==> config.mk <==
export PLATFORM = sky130hd
export DESIGN_NAME = sync_generator
export DESIGN_NICKNAME = d
export VERILOG_FILES = /design/src/rtl/sync_generator.sv
export SDC_FILE = /design/constraint.sdc
export NUM_CORES = 1
export LEC_CHECK = 0
export BUFFER_PORTS_ARGS = -buffer_cell sky130_fd_sc_hd__buf_2
export CAP_MARGIN = 20
export CORE_UTILIZATION = 53
export CTS_BUF_LIST = sky130_fd_sc_hd__clkbuf_8
export DETAILED_ROUTE_END_ITERATION = 8
export GPL_TIMING_DRIVEN = 0
export PLACE_DENSITY = 0.83
export SLEW_MARGIN = 20
export SYNTH_ARGS = -nofsm -noshare
export SYNTH_HDL_FRONTEND = slang
export SYNTH_SLANG_ARGS = --single-unit
export TNS_END_PERCENT = 1
==> constraint.sdc <==
create_clock -name clk_50mhz_in -period 2.1 [get_ports clk_50mhz_in]
set_input_delay 0.315 -clock clk_50mhz_in [delete_from_list [all_inputs] [get_ports clk_50mhz_in]]
set_output_delay 0.315 -clock clk_50mhz_in [all_outputs]
set_load 0.03 [all_outputs]
==> src/rtl/sync_generator.sv <==
// Free-running video timing generator: h/v/composite sync, blanking and line/frame pulses.
// A run/stop handshake always lets a started frame finish before the outputs go idle.
module sync_generator #(
    parameter int unsigned CLK_DIV         = 1,
    parameter int unsigned H_TOTAL         = 3180,
    parameter int unsigned H_SYNC          = 235,
    parameter int unsigned H_BACK          = 285,
    parameter int unsigned H_ACTIVE        = 2600,
    parameter int unsigned V_TOTAL         = 262,
    parameter int unsigned V_SYNC          = 3,
    parameter int unsigned V_BACK          = 16,
    parameter int unsigned V_ACTIVE        = 240,
    parameter int unsigned SYNC_ACTIVE_LOW = 1
) (
    input  logic        clk_50mhz_in,
    input  logic        reset_in,
    input  logic        enable_in,
    output logic        hsync_out,
    output logic        vsync_out,
    output logic        csync_out,
    output logic        blank_out,
    output logic        line_start_out,
    output logic        frame_start_out,
    output logic [11:0] h_count_out,
    output logic [9:0]  v_count_out,
    output logic        running_out
);

    localparam int unsigned DIV_W = (CLK_DIV > 1) ? $clog2(CLK_DIV) : 1;
    localparam int unsigned H_W   = 12;
    localparam int unsigned V_W   = 10;

    localparam logic [DIV_W-1:0] DIV_LAST  = DIV_W'(CLK_DIV - 1);
    localparam logic [H_W-1:0]   H_LAST    = H_W'(H_TOTAL - 1);
    localparam logic [H_W-1:0]   H_SYNC_E  = H_W'(H_SYNC);
    localparam logic [H_W-1:0]   H_ACT_B   = H_W'(H_SYNC + H_BACK);
    localparam logic [H_W-1:0]   H_ACT_E   = H_W'(H_SYNC + H_BACK + H_ACTIVE);
    localparam logic [V_W-1:0]   V_LAST    = V_W'(V_TOTAL - 1);
    localparam logic [V_W-1:0]   V_SYNC_E  = V_W'(V_SYNC);
    localparam logic [V_W-1:0]   V_ACT_B   = V_W'(V_SYNC + V_BACK);
    localparam logic [V_W-1:0]   V_ACT_E   = V_W'(V_SYNC + V_BACK + V_ACTIVE);
    localparam logic             SYNC_IDLE = (SYNC_ACTIVE_LOW != 0);

    typedef enum logic [1:0] {
        ST_IDLE,
        ST_RUN,
        ST_STOPPING
    } state_t;

    state_t           state, state_nxt;
    logic [DIV_W-1:0] div, div_nxt;
    logic [H_W-1:0]   h_nxt;
    logic [V_W-1:0]   v_nxt;
    logic             tick, frame_end, run_nxt, hs_act, vs_act;
    logic             hsync_nxt, vsync_nxt, csync_nxt, blank_nxt, line_nxt, frame_nxt;

    // Next position/state; outputs are decoded from the next position so they register aligned with it
    always_comb begin
        state_nxt = state;
        div_nxt   = div;
        h_nxt     = h_count_out;
        v_nxt     = v_count_out;
        tick      = (div == DIV_LAST);
        frame_end = tick && (h_count_out == H_LAST) && (v_count_out == V_LAST);

        if (state != ST_IDLE) begin
            if (tick) begin
                div_nxt = '0;
                if (h_count_out == H_LAST) begin
                    h_nxt = '0;
                    v_nxt = (v_count_out == V_LAST) ? '0 : v_count_out + V_W'(1);
                end else begin
                    h_nxt = h_count_out + H_W'(1);
                end
            end else begin
                div_nxt = div + DIV_W'(1);
            end
        end

        case (state)
            ST_IDLE:     if (enable_in) state_nxt = ST_RUN;
            ST_RUN:      if (!enable_in) state_nxt = ST_STOPPING;
            ST_STOPPING: begin
                if (enable_in)      state_nxt = ST_RUN;
                else if (frame_end) state_nxt = ST_IDLE;
            end
            default:     state_nxt = ST_IDLE;
        endcase

        if (state_nxt == ST_IDLE || state == ST_IDLE) begin
            div_nxt = '0;
            h_nxt   = '0;
            v_nxt   = '0;
        end

        run_nxt   = (state_nxt != ST_IDLE);
        hs_act    = run_nxt && (h_nxt < H_SYNC_E);
        vs_act    = run_nxt && (v_nxt < V_SYNC_E);
        hsync_nxt = hs_act ? ~SYNC_IDLE : SYNC_IDLE;
        vsync_nxt = vs_act ? ~SYNC_IDLE : SYNC_IDLE;
        csync_nxt = (hs_act || vs_act) ? ~SYNC_IDLE : SYNC_IDLE;
        blank_nxt = !(run_nxt && (h_nxt >= H_ACT_B) && (h_nxt < H_ACT_E)
                              && (v_nxt >= V_ACT_B) && (v_nxt < V_ACT_E));
        line_nxt  = run_nxt && (h_nxt == '0);
        frame_nxt = run_nxt && (h_nxt == '0) && (v_nxt == '0);
    end

    always_ff @(posedge clk_50mhz_in) begin
        if (reset_in) begin
            state           <= ST_IDLE;
            div             <= '0;
            h_count_out     <= '0;
            v_count_out     <= '0;
            hsync_out       <= SYNC_IDLE;
            vsync_out       <= SYNC_IDLE;
            csync_out       <= SYNC_IDLE;
            blank_out       <= 1'b1;
            line_start_out  <= 1'b0;
            frame_start_out <= 1'b0;
            running_out     <= 1'b0;
        end else begin
            state           <= state_nxt;
            div             <= div_nxt;
            h_count_out     <= h_nxt;
            v_count_out     <= v_nxt;
            hsync_out       <= hsync_nxt;
            vsync_out       <= vsync_nxt;
            csync_out       <= csync_nxt;
            blank_out       <= blank_nxt;
            line_start_out  <= line_nxt;
            frame_start_out <= frame_nxt;
            running_out     <= run_nxt;
        end
    end

endmodule

# After elaboration in Yosys (flattened, before gate mapping)
# Index checks and enable logic that the tools add are counted.
word_totals:
  word_cells: 63
  reg_bits: 32
  in_bits: 3
  output_inout_bits: 29
classes:
  reduce_logical: 20
  n_bitwise: 1
  add_sub_neg: 3
  mux: 18
  magnitude_cmp: 6
  n_eq_ne: 4
ops:
  columns: ["cell", "count"]
  rows:
  - ["$mux 10", 5]
  - ["$mux 12", 4]
  - ["$add 12x1->12 const B", 1]
  - ["$eq 12x12->1 const B", 1]
  - ["$ge 12x10->1 const B", 1]
  - ["$logic_not 12->1", 1]
  - ["$lt 12x12->1 const B", 1]
  - ["$lt 12x8->1 const B", 1]
  - ["$add 10x1->10 const B", 1]
  - ["$eq 10x9->1 const B", 1]
  - ["$ge 10x5->1 const B", 1]
  - ["$logic_and 1x1->1", 10]
  - ["$logic_not 10->1", 1]
  - ["$lt 10x2->1 const B", 1]
  - ["$lt 10x9->1 const B", 1]
  - ["$mux 2", 4]
  - ["$pmux 2 s3", 1]
  - ["$logic_not 2->1", 2]
  - ["$mux 1", 4]
  - ["$reduce_bool 2->1", 2]
  - ["$eq 2x1->1 const B", 1]
  - ["$eq 2x2->1 const B", 1]
  - ["$logic_or 1x1->1", 2]
  - ["$reduce_or 2->1", 1]
  - ["3 further kinds", 3]

# Longest topological paths before layout
# Gate-level depths: netlist (run 1).
logic_depth:
  word_depth: 15
  ltp_mapped: 9
  depth_no_buf: 8

# Worst setup path after synthesis (run 1)
# No wires, ideal clock.
synth_path:
  path_type: "reg2reg"
  startpoint: "register h_count_out[0]"
  endpoint: "register blank_out"
  setup_time_ns: 0.127
  arrival_time_ns: 2.341
  path_slack_ns: -0.368
  synth_period_minus_slack_ns: 2.468
  n_path_buf: 0
  required_time_ns: 1.973
  path_stages_with_launch: 9
  cell_sequence: "dfxtp_1 > ha_1 > and3b_2 > nand4_2 > or4_1 > a21o_1 > a311oi_1 > o31a_2 > o21ai_2"
synth_via:
  elab_chain_len: 15
  elab_cells_between_ends: 27
  cone_classes: "add/sub (1); order compare (4); eq/ne (1); mux (11); reduce/logical (10)"
synth_rtl:
  columns: ["item", "line", "source"]
  rows:
  - ["start, declared", "24", "output logic [11:0] h_count_out,"]
  - ["start signal, assigned", "124", "h_count_out <= h_nxt;"]
  - ["parallel branches: the longest is 13 deep, another holds $add 12x1->12", null, null]
  - ["$logic_and 1x1->1 (*)", "103", "&& (v_nxt >= V_ACT_B) && (v_nxt < V_ACT_E));"]
  - ["$logic_not 1->1 (*)", "102", "blank_nxt = !(run_nxt && (h_nxt >= H_ACT_B) && (h_nxt < H_ACT_E)"]
  - ["end signal, assigned", "129", "blank_out <= blank_nxt;"]
  - ["end, declared", "21", "output logic blank_out,"]
# Mark *: on every way between the ends.
# A chain may end at the register's enable or synchronous reset.

# Worst setup path after layout (run 1)
layout_path:
  startpoint: "register h_count_out[3]"
  endpoint: "register frame_start_out"
layout_via:
  elab_chain_len: 12
  elab_cells_between_ends: 22
  cone_classes: "add/sub (1); eq/ne (1); mux (11); reduce/logical (9)"
layout_rtl:
  columns: ["item", "line", "source"]
  rows:
  - ["parallel branches: the longest is 11 deep, another holds $add 12x1->12", null, null]
  - ["$logic_and 1x1->1 (*)", "105", "frame_nxt = run_nxt && (h_nxt == '0) && (v_nxt == '0);"]
  - ["end signal, assigned", "131", "frame_start_out <= frame_nxt;"]
  - ["end, declared", "23", "output logic frame_start_out,"]
# Marks and branches as above.

==> impl_metrics.toml, run 1 <==
[routing]
drt_drc_violations_left = 0
wire_per_inst_um = 17.52
via_per_inst = 6.218
antenna_left = 0
routed-via-count = 2108
drt_wl_total_um = 5938
first_pass_iters = 5
detailedRoute.firstIterationViolations = 204

[clocking]
bufs_on_longest_clock_path = 2
insertion_delay_ps = 290
cts_inserted_buffers = 5
htree_levels = 2
cts_tree = "yes"
hold_fix_buffers_at_cts = 0
cts.reportedPaths.clkPinSlew_ps = 70
clock-root-buffer = "sky130_fd_sc_hd__clkbuf_8"
numClockSinks = 31

[global_route]
grt_pass1_vias = 1935
global_route.usage.total_pct = 29.14
grt_antenna_before_repair = 0
global_route_wire_length_before_repair_um = 8976
grt_max_degree = 11
grt_overflow = 0

[yosys]
synthCells = 227
synth_xor_area_share_pct = 8.471
ys_seq_elements = 31
ys_types = 62
synth_area_per_cell_um2 = 8.654
synthSimpleGateAreaFrac_pct = 33.18
dominantRegCellSynth = "sky130_fd_sc_hd__dfxtp_1"
synth.yosys.seq_area_share_pct = 31.59
post_synth_fa_ha_maj_area_fraction_pct = 1.911
synth_fp_nets = 233
synth_area_um2 = 1964
postSynth.asyncResetShare_pct = 0
ys.warnings.count = 0
synth_edf_count = 0
synth_compound_area_share_pct = 17.39
muxShareOfSynthArea_pct = 1.019
dominant_combinational_cell_family_by_area_after_synthesis = "simple AND/OR/NAND/NOR gates"

[worst_setup_path]
critical_path.slowest_cell = "sky130_fd_sc_hd__nor4b_1"
crit_path_end_kind = "flip-flop"
worst-endpoint-arrival_ps = 2610
crit_start = "h_count_out[3]"
timing.critical_path.fanout_max = 9
critical_path.startpoint_type = "flip-flop"
r2r_path_start = "h_count_out[3]"
timing.setup.critical_path_class = "reg -> reg"
worstPathCellList = "nor4b_1, nand4_1, mux2i_1, a21oi_1, a31oi_1, or3_1, nor3_2"
critPathMaxStageDelay_ps = 570
worst-endpoint-required_ps = 2310

[sta]
worst_slew_pin_slew_ps = 647.9
layout_worst_path_cycle_share_pct = 114.3
fin_worst_skew_ps = 10.86
final_number_of_setup_violating_endpoints = 5
fmax_mhz = 416.6
maxSlewViolCount = 0
rsz_0062_raised_after_global_routing = "true"
headroom_to_the_max_slew_limit_pct = 56.20
hold_viol = 0
postLayoutSetupSlackWorst_ps = -300.6
layout_min_cycle_time_ps = 2401

[placed_design]
global_placement_routability_congestion = 0.9087
placed_cell_area_um2 = 2237
io_buffer_count = 31
pre_cts_slack_ps = -351.9
place.detailed.hpwl_um = 3412

[floorplan]
fp.coreArea_um2 = 3442
fp.dieH_um = 62.88
floorplan.die.width_um = 62.88
rows = 21
pin_count = 32
floorplan.initialDensity_pct = 57.07
design.die.area_um2 = 3954

[job]
max_cap_viol_count = 0

[cells_and_area]
final_layout_size_suffix_gt1_share_pct = 46.08
final_design_area_no_fill_um2 = 2719
fillers = 222
number_of_antenna_diodes = 0
syn2layout_area_growth_pct = 38.41
finalNetCount = 298

[power]
worst_ir_drop_vdd_mv = 0.4048
p_leak_nw = 1.098
power_per_cell_area_nw_per_um2 = 458.3

[hold_path]
hp-class = "in -> reg"
worst_hold_startpoint = "enable_in"

[run_status]
violations_in_the_final_reports = "negative setup slack"
outcome = "finished, violations left"
## metrics by stage
step / cells / hold WS, ps / utilization [%] / TNS (ps) / power, mW
4_1_cts: 333 / 276.9 / 74.63 / -323.2 / 1.245
6_report: 339 / 278.7 / 78.99 / -892.8 / 1.246
3_3_place_gp: 304 / 463.0 / 64.99 / -1274 / 0.7126
3_5_place_dp: 304 / 465.3 / 64.99 / -1379 / 0.7148
5_1_grt: 339 / 279.1 / 78.99 / -1579 / 1.284
2_1_floorplan: 227 / 394.3 / - / -252.6 / 0.6880
## timing repair
action,CTS,global route
buffers inserted,23,6
endpoints found under the setup margin,6,22
resized for setup,15,24
pin swaps,14,16
cloned,0,0
## final cells by class
class	count	area, um^2	area share (%)
multi-input combinational	177	1409	51.82
sequential	31	654.4	24.07
timing repair buffer	60	372.9	13.71
buffer	11	102.6	3.774
clock buffer	7	96.34	3.543
tap	46	57.56	2.117
inverter	6	22.52	0.8283
clock inverter	1	3.754	0.1381
## state kept, by name, indices dropped and copies added, names as in the netlist
| name | cells |
|---|---|
| blank_out | 1 |
| csync_out | 1 |
| frame_start_out | 1 |
| h_count_out | 12 |
| hsync_out | 1 |
| line_start_out | 1 |
| running_out | 1 |
| state | 2 |
| v_count_out | 10 |
| vsync_out | 1 |
## logic make-up (layout without fill, tap and decap cells)
| group | Yosys count | in the layout |
|---|---|---|
| adders and majority gates | 3 | 3 |
| and+or+nand+nor | 110 | 110 |
| muxes | 2 | 2 |
| buffers and inverters | 19 | 85 |
| DFF | 31 | 31 |
| xor gates and xnor gates | 19 | 19 |
| AOI/OAI and AO/OA | 43 | 43 |
## per-layer routing
metal,vias to the layer above,wire length [um],part of all wire [%],track usage [%]
li1,954,-,-,-
met1,1000,2294,39,34.72
met2,121,2953,50,46.51
met3,33,417,7.0,6.387
met4,0,273,4.6,19.48
met5,-,0,0,0
## final timing paths
check / end / slack [ps] / depth (start not counted)
setup / recovery: frame_start_out / -300 / 7
hold / removal: state[1] / 280 / 2
setup reg to reg: frame_start_out / -300 / 7
hold reg to reg: h_count_out[0] / 580 / 2
## cell usage after synthesis, types with 2 or more instances
library cell	instances	area, um^2
sky130_fd_sc_hd__mux2i_1	2	20.02
sky130_fd_sc_hd__xnor2_1	9	78.83
sky130_fd_sc_hd__nand4_2	2	25.02
sky130_fd_sc_hd__a221oi_1	2	17.52
sky130_fd_sc_hd__ha_1	3	37.54
sky130_fd_sc_hd__o211ai_1	2	15.01
sky130_fd_sc_hd__a211oi_1	3	22.52
sky130_fd_sc_hd__nor4_4	2	42.54
sky130_fd_sc_hd__nand3_1	11	55.05
sky130_fd_sc_hd__a21o_1	2	15.01
sky130_fd_sc_hd__dfxtp_1	31	620.6
sky130_fd_sc_hd__or2_2	3	18.77
sky130_fd_sc_hd__and4_1	2	17.52
sky130_fd_sc_hd__xor2_1	10	87.58
sky130_fd_sc_hd__and4_2	2	20.02
sky130_fd_sc_hd__nand2_1	13	48.80
sky130_fd_sc_hd__a21oi_1	7	35.03
sky130_fd_sc_hd__or3_1	2	12.51
sky130_fd_sc_hd__nor3_1	11	55.05
sky130_fd_sc_hd__clkbuf_1	3	11.26
sky130_fd_sc_hd__and3_1	2	12.51
sky130_fd_sc_hd__nor4_1	2	12.51
sky130_fd_sc_hd__buf_6	5	56.30
sky130_fd_sc_hd__nor3b_1	2	15.01
sky130_fd_sc_hd__a31oi_1	2	12.51
sky130_fd_sc_hd__o21ai_0	7	35.03
sky130_fd_sc_hd__nand4_1	6	37.54
sky130_fd_sc_hd__and2_1	2	12.51
sky130_fd_sc_hd__nor2_1	34	127.6
sky130_fd_sc_hd__inv_1	6	22.52
sky130_fd_sc_hd__o21a_1	4	30.03
sky130_fd_sc_hd__buf_2	3	15.01
## cell usage in the layout (no fill, tap or decap), drive strengths merged, types with 4 or more instances in the layout
master and n:
or2 4, xor2 10, nor4 5, dfxtp 31
inv 7, buf 68, and4 5, nor3 11
nand3 12, o21a 4, nor2 34, o21ai 8
xnor2 9, nand4 8, clkbuf 10, nand2 13
a21oi 8
## power by group
group | internal (mW) | leakage, nW | total [mW] | switching (mW)
clock network | 0.294 | 0.0557 | 0.523 | 0.229
registers | 0.594 | 0.262 | 0.598 | 0.00392
logic | 0.0451 | 0.780 | 0.125 | 0.0798
## worst max-delay path: cells and delay by family (launching register included)
kind               cells  cell delay (ps)
AOI/OAI and AO/OA      2              350
muxes                  1              190
DFF                    1              430
and+or+nand+nor        4             1350
(Power assumes the default switching activity.)
==> inputs of run 2 (changes only) <==
--- a/config.mk
+++ b/config.mk
@@ -7,11 +7,12 @@
 export LEC_CHECK = 0
 export BUFFER_PORTS_ARGS = -buffer_cell sky130_fd_sc_hd__buf_2
 export CAP_MARGIN = 20
-export CORE_UTILIZATION = 53
+export CORE_UTILIZATION = 58
 export CTS_BUF_LIST = sky130_fd_sc_hd__clkbuf_8
+export CTS_CLUSTER_DIAMETER = 40
 export DETAILED_ROUTE_END_ITERATION = 8
 export GPL_TIMING_DRIVEN = 0
-export PLACE_DENSITY = 0.83
+export PLACE_DENSITY = 0.86
 export SLEW_MARGIN = 20
 export SYNTH_ARGS = -nofsm -noshare
 export SYNTH_HDL_FRONTEND = slang
==> constraint.sdc (replaced) <==
create_clock -name clk_50mhz_in -period 2.5 [get_ports clk_50mhz_in]
set_input_delay 0.375 -clock clk_50mhz_in [delete_from_list [all_inputs] [get_ports clk_50mhz_in]]
set_output_delay 0.375 -clock clk_50mhz_in [all_outputs]
set_load 0.03 [all_outputs]
==> run 2 against run 1 <==
Non-clock buffer count is 22 lower. Clock skew is 6.1 ps lower. First-iteration DRC count is 58% lower. Combinational power is 28% lower. Clock-buffer cell count is 1 lower. Register-to-register slack better by 270 ps. Final cell count is 7.1% lower. Core utilization is 3.0 points lower. Sequential share of layout area is 2.1 points higher. The flow still finishes with violations (negative setup slack). Sequential power is 15% lower. Design area is 13% lower. Largest cell class unchanged. Flip-flop and latch count stayed put.
==> impl_metrics.toml, run 2 (synthesized netlist as in run 1, its figures left out) <==
[run_status]
outcome = "finished, violations left"
violations_in_the_final_reports = "negative setup slack"

[floorplan]
fp.dieH_um = 60.20
floorplan.die.width_um = 60.20
rows = 20
design.die.area_um2 = 3623
pin_count = 32
fp.coreArea_um2 = 3128
floorplan.initialDensity_pct = 62.80

[cells_and_area]
largest_register = "h_count_out"
syn2layout_area_growth_pct = 21.02
largest_reg_flops = 12
final_design_area_no_fill_um2 = 2377
final_layout_size_suffix_gt1_share_pct = 31.37
instances_no_fill = 315
highest_count_cells_in_the_layout_ignoring_fill_and_taps = "sky130_fd_sc_hd__buf_2, sky130_fd_sc_hd__nor2_1, sky130_fd_sc_hd__dfxtp_1"
layout_top_registers = "h_count_out x12, v_count_out x10, state x2"
finalNetCount = 276
fillers = 206
number_of_antenna_diodes = 0

[clocking]
cts_inserted_buffers = 5
cts.reportedPaths.clkPinSlew_ps = 70
insertion_delay_ps = 290
htree_levels = 2
clock-root-buffer = "sky130_fd_sc_hd__clkbuf_8"
cts_tree = "yes"
bufs_on_longest_clock_path = 2
numClockSinks = 31

[sta]
maxSlewViolCount = 0
headroom_to_the_max_slew_limit_pct = 62.06
hold_ws_ps = 345.8
layout_min_cycle_time_ps = 2528
postLayoutSetupSlackWorst_ps = -27.56
worst_slew_pin_slew_ps = 567.1
fin_worst_skew_ps = 4.806
rsz_0062_raised_after_global_routing = "true"
layout_worst_path_cycle_share_pct = 101.1
hold_viol = 0
tns_ps = -36.42
fmax_mhz = 395.6
final_number_of_setup_violating_endpoints = 2

[placed_design]
io_buffer_count = 31
global_placement_routability_congestion = 0.8881
place.detailed.hpwl_um = 3181
placed_cell_area_um2 = 2175
dp_cells = 302

[global_route]
global_route.usage.total_pct = 27.53
grt_overflow = 0
grt_pass1_vias = 1613
grt_antenna_before_repair = 0
global_route_wire_length_before_repair_um = 7383
grt_max_degree = 11

[routing]
antenna_left = 0
via_per_inst = 5.838
drt_wl_total_um = 4691
wire_per_inst_um = 14.89
detailedRoute.firstIterationViolations = 85
routed-via-count = 1839
drt_drc_violations_left = 0
first_pass_iters = 4

[power]
pwr-share-clk_pct = 46.6
switching_share_pct = 23.42
p_leak_nw = 0.9401
switching_power_mw = 0.2624
worst_ir_drop_vdd_mv = 0.3980
sequential_share_of_power_pct = 45.4
pwr-share-comb_pct = 8.0
power_per_cell_area_nw_per_um2 = 471.2
power.internal_mw = 0.8578

[worst_setup_path]
timing.critical_path.fanout_max = 7
reg_to_reg_end = "blank_out"
worstPathCellList = "buf_6, nor4_4, nand4_1, buf_4, or3_1, o21a_1, a311oi_2, o31a_2, o21ai_2"
timing.setup.critical_path_class = "reg -> reg"
worst-endpoint-arrival_ps = 2710
worstRegToRegCells = 9
critical_path.slowest_cell = "sky130_fd_sc_hd__nor4_4"
cp_num_buf_inv = 2
crit_start = "h_count_out[7]"
critical_path.startpoint_type = "flip-flop"
path_depth = 9
cp-endpoint = "blank_out"
crit_path_end_kind = "flip-flop"
worst-endpoint-required_ps = 2680
critPathMaxStageDelay_ps = 490
reg_to_reg_slack_setup_ps = -30
r2r_path_start = "h_count_out[7]"
gate_family_responsible_for_the_most_delay_along_the_worst_path = "simple AND/OR/NAND/NOR gates"

[job]
max_cap_viol_count = 0

[hold_path]
hp-class = "in -> reg"
[run 2: worst min path at each step]
stage,start,endpoint,cells after the start
CTS,enable_in,state[1],2
detailed placement,h_count_out[0],h_count_out[0],1
finish,enable_in,state[1],2
global route,enable_in,state[1],2
floorplan,enable_in,state[1],1
global placement,h_count_out[0],h_count_out[0],1
[run 2: final cells by class]
class | instances | area, um^2 | share of cell area [%]
buffer | 13 | 105.1 | 4.421
clock buffer | 6 | 82.58 | 3.474
clock inverter | 2 | 35.03 | 1.474
inverter | 6 | 22.52 | 0.9474
multi-input combinational | 177 | 1262 | 53.11
sequential | 31 | 621.8 | 26.16
tap | 44 | 55.05 | 2.316
timing repair buffer | 36 | 192.7 | 8.105
[run 2: power groups by stage]
| stage | registers, mW | clock network (mW) | logic, mW |
|---|---|---|---|
| 6_report | 0.508 | 0.522 | 0.0898 |
| 3_3_place_gp | 0.519 | 0 | 0.0808 |
| 3_5_place_dp | 0.519 | 0 | 0.0822 |
| 5_1_grt | 0.510 | 0.544 | 0.0965 |
| 4_1_cts | 0.508 | 0.520 | 0.0821 |
| 2_1_floorplan | 0.539 | 0 | 0.0407 |
[run 2: per-stage QoR]
step / util [%] / power [mW] / setup WS (ps)
final: 76.00 / 1.120 / -27.56
after detailed placement: 69.52 / 0.6014 / -51.60
after floorplan: - / 0.5800 / 32.03
after CTS: 73.76 / 1.110 / 5.624
after global placement: 69.52 / 0.6000 / -39.54
after global routing: 76.00 / 1.150 / -133.2
[run 2: routing by layer]
layer  vias up  GRT usage, %  routed length, um
li1        917             -                  -
met1       832         35.53               2093
met2        76         43.80               2199
met3        14         5.844                314
met4         0         11.96                 82
met5         -             0                  0
[run 2: worst register-to-register path: cells and delay by family (launching register included)]
family / cells / cell delay [ps]
AND/OR/NAND/NOR: 3 / 1090
AO/OA/AOI/OAI: 4 / 630
buffers and inverters: 2 / 360
flip-flops: 1 / 330
[run 2: what timing repair did]
item,in CTS,in global routing
hold buffers,0,0
setup endpoints to repair,2,5
buffers inserted,1,4
gates resized for setup,2,7
pin swaps,1,7
